<file path="src/rtl/serial_subtractor.sv">
// serial_subtractor
//   Multi-cycle subtractor: Diff = (A - B - Bin) mod 2^WIDTH. DIGIT bits are
//   handled per clock through a registered borrow, so an operation takes
//   N = WIDTH/DIGIT RUN cycles. WIDTH must be a multiple of DIGIT.
//
//   Ports
//     clk     clock, rising edge
//     rst     asynchronous, active-high reset
//     start   request an operation (ignored while busy)
//     A, B    minuend / subtrahend, captured on the accepting edge
//     Bin     borrow-in, captured on the accepting edge
//     busy    high for the N RUN cycles
//     done    one-cycle pulse, Diff/Borrow valid
//     Diff    registered difference, updated only at completion
//     Borrow  registered borrow-out (A < B + Bin, unsigned)
//     Overflow (only with SERIAL_SUBTRACTOR_OVF_EN) signed overflow of the
//              result, registered alongside Diff
//
//   Optional feature macro: SERIAL_SUBTRACTOR_OVF_EN
module serial_subtractor #(
    parameter int WIDTH = 8,
    parameter int DIGIT = 1
) (
    input  logic             clk,
    input  logic             rst,
    input  logic             start,
    input  logic [WIDTH-1:0] A,
    input  logic [WIDTH-1:0] B,
    input  logic             Bin,
    output logic             busy,
    output logic             done,
    output logic [WIDTH-1:0] Diff,
    output logic             Borrow
`ifdef SERIAL_SUBTRACTOR_OVF_EN
    ,
    output logic             Overflow
`endif
);

    localparam int N  = WIDTH / DIGIT;
    localparam int CW = (N > 1) ? $clog2(N) : 1;

    typedef enum logic [1:0] {IDLE, RUN, DONE} state_t;

    state_t           state;
    logic [WIDTH-1:0] a_sh;
    logic [WIDTH-1:0] b_sh;
    logic [WIDTH-1:0] part;
    logic             borrow;
    logic [CW-1:0]    cnt;

    logic [DIGIT:0]   digit_sub;
    logic [WIDTH-1:0] part_next;
    logic             last;

`ifdef SERIAL_SUBTRACTOR_OVF_EN
    logic a_msb;
    logic b_msb;
`endif

    // One digit stage: computed one bit wider, the top bit is the borrow out.
    assign digit_sub = {1'b0, a_sh[DIGIT-1:0]} - {1'b0, b_sh[DIGIT-1:0]}
                     - {{DIGIT{1'b0}}, borrow};

    // New digit enters from the MSB side; after N steps the first digit has
    // walked down to bit 0. Written as a shift so DIGIT == WIDTH also works.
    assign part_next = WIDTH'({digit_sub[DIGIT-1:0], part} >> DIGIT);

    assign last = (cnt == CW'(N - 1));

    always_ff @(posedge clk or posedge rst) begin
        if (rst) begin
            state  <= IDLE;
            busy   <= 1'b0;
            done   <= 1'b0;
            Diff   <= '0;
            Borrow <= 1'b0;
            a_sh   <= '0;
            b_sh   <= '0;
            part   <= '0;
            borrow <= 1'b0;
            cnt    <= '0;
`ifdef SERIAL_SUBTRACTOR_OVF_EN
            a_msb    <= 1'b0;
            b_msb    <= 1'b0;
            Overflow <= 1'b0;
`endif
        end else begin
            case (state)
                // DONE behaves like IDLE for one cycle, which allows a
                // back-to-back start on the done edge.
                IDLE, DONE: begin
                    done <= 1'b0;
                    if (start) begin
                        a_sh   <= A;
                        b_sh   <= B;
                        part   <= '0;
                        borrow <= Bin;
                        cnt    <= '0;
                        busy   <= 1'b1;
                        state  <= RUN;
`ifdef SERIAL_SUBTRACTOR_OVF_EN
                        a_msb  <= A[WIDTH-1];
                        b_msb  <= B[WIDTH-1];
`endif
                    end else begin
                        state <= IDLE;
                    end
                end
                RUN: begin
                    a_sh   <= a_sh >> DIGIT;
                    b_sh   <= b_sh >> DIGIT;
                    part   <= part_next;
                    borrow <= digit_sub[DIGIT];
                    cnt    <= cnt + CW'(1);
                    if (last) begin
                        Diff   <= part_next;
                        Borrow <= digit_sub[DIGIT];
                        busy   <= 1'b0;
                        done   <= 1'b1;
                        state  <= DONE;
`ifdef SERIAL_SUBTRACTOR_OVF_EN
                        Overflow <= (a_msb != b_msb) && (part_next[WIDTH-1] != a_msb);
`endif
                    end
                end
                default: state <= IDLE;
            endcase
        end
    end

endmodule

</file>
<file path="config.mk">
export PLATFORM = sky130hd
export DESIGN_NAME = serial_subtractor
export DESIGN_NICKNAME = d
export VERILOG_FILES = /design/src/rtl/serial_subtractor.sv
export SDC_FILE = /design/constraint.sdc
export NUM_CORES = 1
export LEC_CHECK = 0
export CAP_MARGIN = 20
export CORE_MARGIN = 2
export CORE_UTILIZATION = 55
export DETAILED_ROUTE_END_ITERATION = 8
export PLACE_DENSITY = 0.83
export SYNTH_ARGS = -nofsm -noshare
export SYNTH_HDL_FRONTEND = slang
export SYNTH_SLANG_ARGS = --single-unit
export TNS_END_PERCENT = 5
</file>
<file path="constraint.sdc">
create_clock -name clk -period 4 [get_ports clk]
set_input_delay 0.8 -clock clk [delete_from_list [all_inputs] [get_ports clk]]
set_output_delay 0.8 -clock clk [all_outputs]
set_load 0.005 [all_outputs]
</file>
==> flow_summary_export.csv <==
group,metric,value,unit
run_status,status,"completed",
floorplan,initial_core_util,57.91,%
global_route,antenna_found_initial,0,
setup_path,r2r-end,"b_sh[6]$_DFFE_PP0P_",
route,detail-route-antenna-nets,0,
timing,tightest_slew,0.6908,ns
power_and_ir_drop,ir_drop,0.4820,mV
floorplan,die_w,60.70,um
timing,min_period,2.165,ns
clock_network,clock_latency,0.32,ns
floorplan,io_pins,31,
clock_network,ctsHtreeMaxLevel,2,
yosys,synth_seq_cells,40,
setup_path,arrival,2.38,ns
timing,hold_viol,0,
power_and_ir_drop,power_frac_seq,47.3,%
power_and_ir_drop,power_frac_clock,13.1,%
yosys,synth_ff_type,"dfrtp_1",
final_layout,postLayoutCoreUtil,70.37,%
setup_path,path_max_fanout,15,
route,dr.pass1.iters,4,
route,drcViolationCount,0,
route,routed_wl,3.333,mm
route,viasPerCell,5.491,
floorplan,design.die.area,0.003684,sq mm
setup_path,worstSetupPathType,"in2reg",
timing,relSlewSlack,53.95,%
clock_network,holdBufCountCts,0,
final_layout,drive_gt1_share,13.83,%
power_and_ir_drop,p_switching,537.2,uW
yosys,synth_edf_count,0,
final_layout,regArea,0.001001,sq mm
timing,fmaxAchievable,462.0,MHz
clock_network,cts_setup_buffers,0,
timing,tns,0,ns
power_and_ir_drop,power_density,729.0,mW/mm^2
timing,fin_crit_sh,54.12,%
final_layout,multi_input_area,696.9,sq um
yosys,synth_commonest_cells,"dfrtp_1 (40), mux2_2 (14), nand2_1 (11), nor2_1 (11), o22ai_1 (11)",
yosys,synth.yosys.seq_area_share,56.62,%
placement,portBuffers,30,
clock_network,cts_root_buffer,"clkbuf_4",
setup_path,r2r_cells,4,
floorplan,die_h,60.70,um
power_and_ir_drop,p_int,1029,uW
timing,rsz0062_at_grt,"no",
route,drt_iter0_markers,47,
yosys,synth_fp_nets,180,
clock_network,ctsResizeCount,0,
global_route,overflow,0,
route,route.vias.total,1274,
yosys,yosysWarnings,0,
yosys,synth_most_common_cell,"dfrtp_1",
yosys,avgSynthCellArea,11.26,sq um
final_layout,fin_nets,210,
clock_network,path_clk_slew,0.11,ns
clock_network,cts_tree,"yes",
setup_path,rrSetupSlack,2.10,ns
clock_network,cts_sinks,40,
setup_path,endpoint,"b_sh[2]$_DFFE_PP0P_",
worst_hold_path,hold_path.class,"reg2reg",
final_layout,antennaDiodeCount,0,
route,post_drt_wl_per_cell,14.37,um
final_layout,area_delta_synth_final,21.51,%
floorplan,rows,20,
clock_network,numCtsBuffers,5,
power_and_ir_drop,switching_share,34.30,%
run,drv_cap,0,
clock_network,cts_buffer_depth,2,
setup_path,start_kind,"input pin",
floorplan,core_area,0.003053,sq mm
yosys,netlist.area_leader.share,56.62,%
placement,gp_congestion,0.7692,
yosys,async_flop_share,100.0,%
power_and_ir_drop,p_comb_share,39.5,%
placement,dp_hpwl,2.336,mm
yosys,syn_area,0.001768,sq mm
timing,report.final.slew_viol_count,0,
yosys,yosysTopAreaCell,"dfrtp_1",
power_and_ir_drop,p_leak,0.0009477,uW
timing,finalSetupViolCount,0,
global_route,grt_usage,20.52,%
setup_path,required,4.22,ns
timing,fin_worst_skew,0.005675,ns
global_route,grt_pass1_wl,5.623,mm
setup_path,end_kind,"register",
yosys,ys_top_cells_by_area,"dfrtp_1 (57%), mux2_2 (8.9%), o22ai_1 (3.9%)",
yosys,synthCells,157,
setup_path,regToRegStartpoint,"state[0]$_DFFE_PP0P_",
global_route,first_global_vias,1317,
setup_path,critPathLaunch,"start",
global_route,grt_max_degree,41,
final_layout,nFillCells,234,
yosys,synthDistinctLibCells,29,
cell type report:
cell class / instances / share of cell area [%]
inverters: 3 / 0.5242
repair buffers: 33 / 15.03
clock inverters: 2 / 0.4659
clock buffers: 6 / 2.388
well taps: 44 / 2.563
multi-input cells: 104 / 32.44
flip-flops and latches: 40 / 46.59
state kept, by name, summed over array words and instances, names as in the netlist:
name,flops
Borrow,1
borrow,1
Diff,8
cnt,3
part,7
b_sh,8
busy,1
done,1
state,2
a_sh,8
kinds of logic (layout without fill, tap and decap cells):
group	count (synthesis)	in the layout	share of synthesized area (%)
and+or+nand+nor	51	51	14.23
DFF	40	40	56.62
AOI/OAI and AO/OA	32	32	11.54
muxes	17	17	10.62
buffers and inverters	13	44	3.963
adders and majority gates	3	3	2.548
xor gates and xnor gates	1	1	0.4955
power by group through the flow:
stage | registers (uW) | clock network [uW] | logic (uW)
after floorplan | 698 | 0 | 456
after global placement | 736 | 0 | 594
after global routing | 767 | 227 | 701
after CTS | 742 | 211 | 622
final | 741 | 206 | 619
after detailed placement | 751 | 0 | 618
worst max-delay path, stage by stage:
cell	delay [ns]
clkdlybuf4s50_1	0.79
nand2b_1	0.42
o22ai_1	0.29
nor2_1	0.07
worst min path at each step:
stage	start	to	slack, ns	depth (start not counted)
finish	busy$_DFFE_PP0P_	busy$_DFFE_PP0P_	0.50	2
global route	Diff[4]$_DFFE_PP0P_	Diff[4]$_DFFE_PP0P_	0.53	1
CTS	Diff[4]$_DFFE_PP0P_	Diff[4]$_DFFE_PP0P_	0.52	1
detailed placement	Diff[4]$_DFFE_PP0P_	Diff[4]$_DFFE_PP0P_	0.49	1
global placement	Diff[7]$_DFFE_PP0P_	Diff[7]$_DFFE_PP0P_	0.47	2
floorplan	a_sh[6]$_DFFE_PP0P_	a_sh[6]$_DFFE_PP0P_	0.47	2
per-layer routing:
| layer | wire [um] | global-route usage, % | vias up |
|---|---|---|---|
| li1 | - | - | 614 |
| met4 | 13 | 4.969 | 0 |
| met5 | 0 | 0 | - |
| met1 | 1475 | 24.72 | 633 |
| met3 | 113 | 3.838 | 2 |
| met2 | 1730 | 37.79 | 25 |
cell usage in the layout (no fill, tap or decap):
| cell type | n |
|---|---|
| dfrtp_1 | 40 |
| clkdlybuf4s50_1 | 30 |
| mux2_2 | 14 |
| o22ai_1 | 11 |
| nor2_1 | 11 |
| nand2_1 | 11 |
| nor3_1 | 10 |
| o21ai_0 | 10 |
| nand2b_1 | 7 |
| clkbuf_4 | 5 |
| nor2b_1 | 4 |
| nand3_1 | 4 |
| inv_1 | 3 |
| a22o_1 | 3 |
| mux2i_1 | 3 |
| buf_4 | 3 |
| a21oi_1 | 2 |
| a22oi_1 | 2 |
| ha_1 | 2 |
| clkinv_2 | 2 |
| or2b_1 | 1 |
| nand3b_1 | 1 |
| nor2_2 | 1 |
| and3b_1 | 1 |
| a221o_1 | 1 |
| xnor2_1 | 1 |
| o2bb2ai_1 | 1 |
| o21a_1 | 1 |
| a211oi_1 | 1 |
| fa_1 | 1 |
| clkbuf_8 | 1 |
through the flow:
| step | std cells | total power (uW) | area [sq um] | worst slack [ns] | hold slack [ns] |
|---|---|---|---|---|---|
| after floorplan | 157 | 1154 | 1768 | 2.282 | 0.4671 |
| final | 232 | 1566 | 2148 | 1.835 | 0.5049 |
| after CTS | 231 | 1574 | 2141 | 1.623 | 0.5194 |
| after global placement | 223 | 1329 | 2079 | 1.561 | 0.4657 |
| after global routing | 232 | 1695 | 2148 | 1.707 | 0.5257 |
| after detailed placement | 223 | 1369 | 2079 | 1.513 | 0.4928 |
Note: power is estimated with default switching activity, not from simulation.
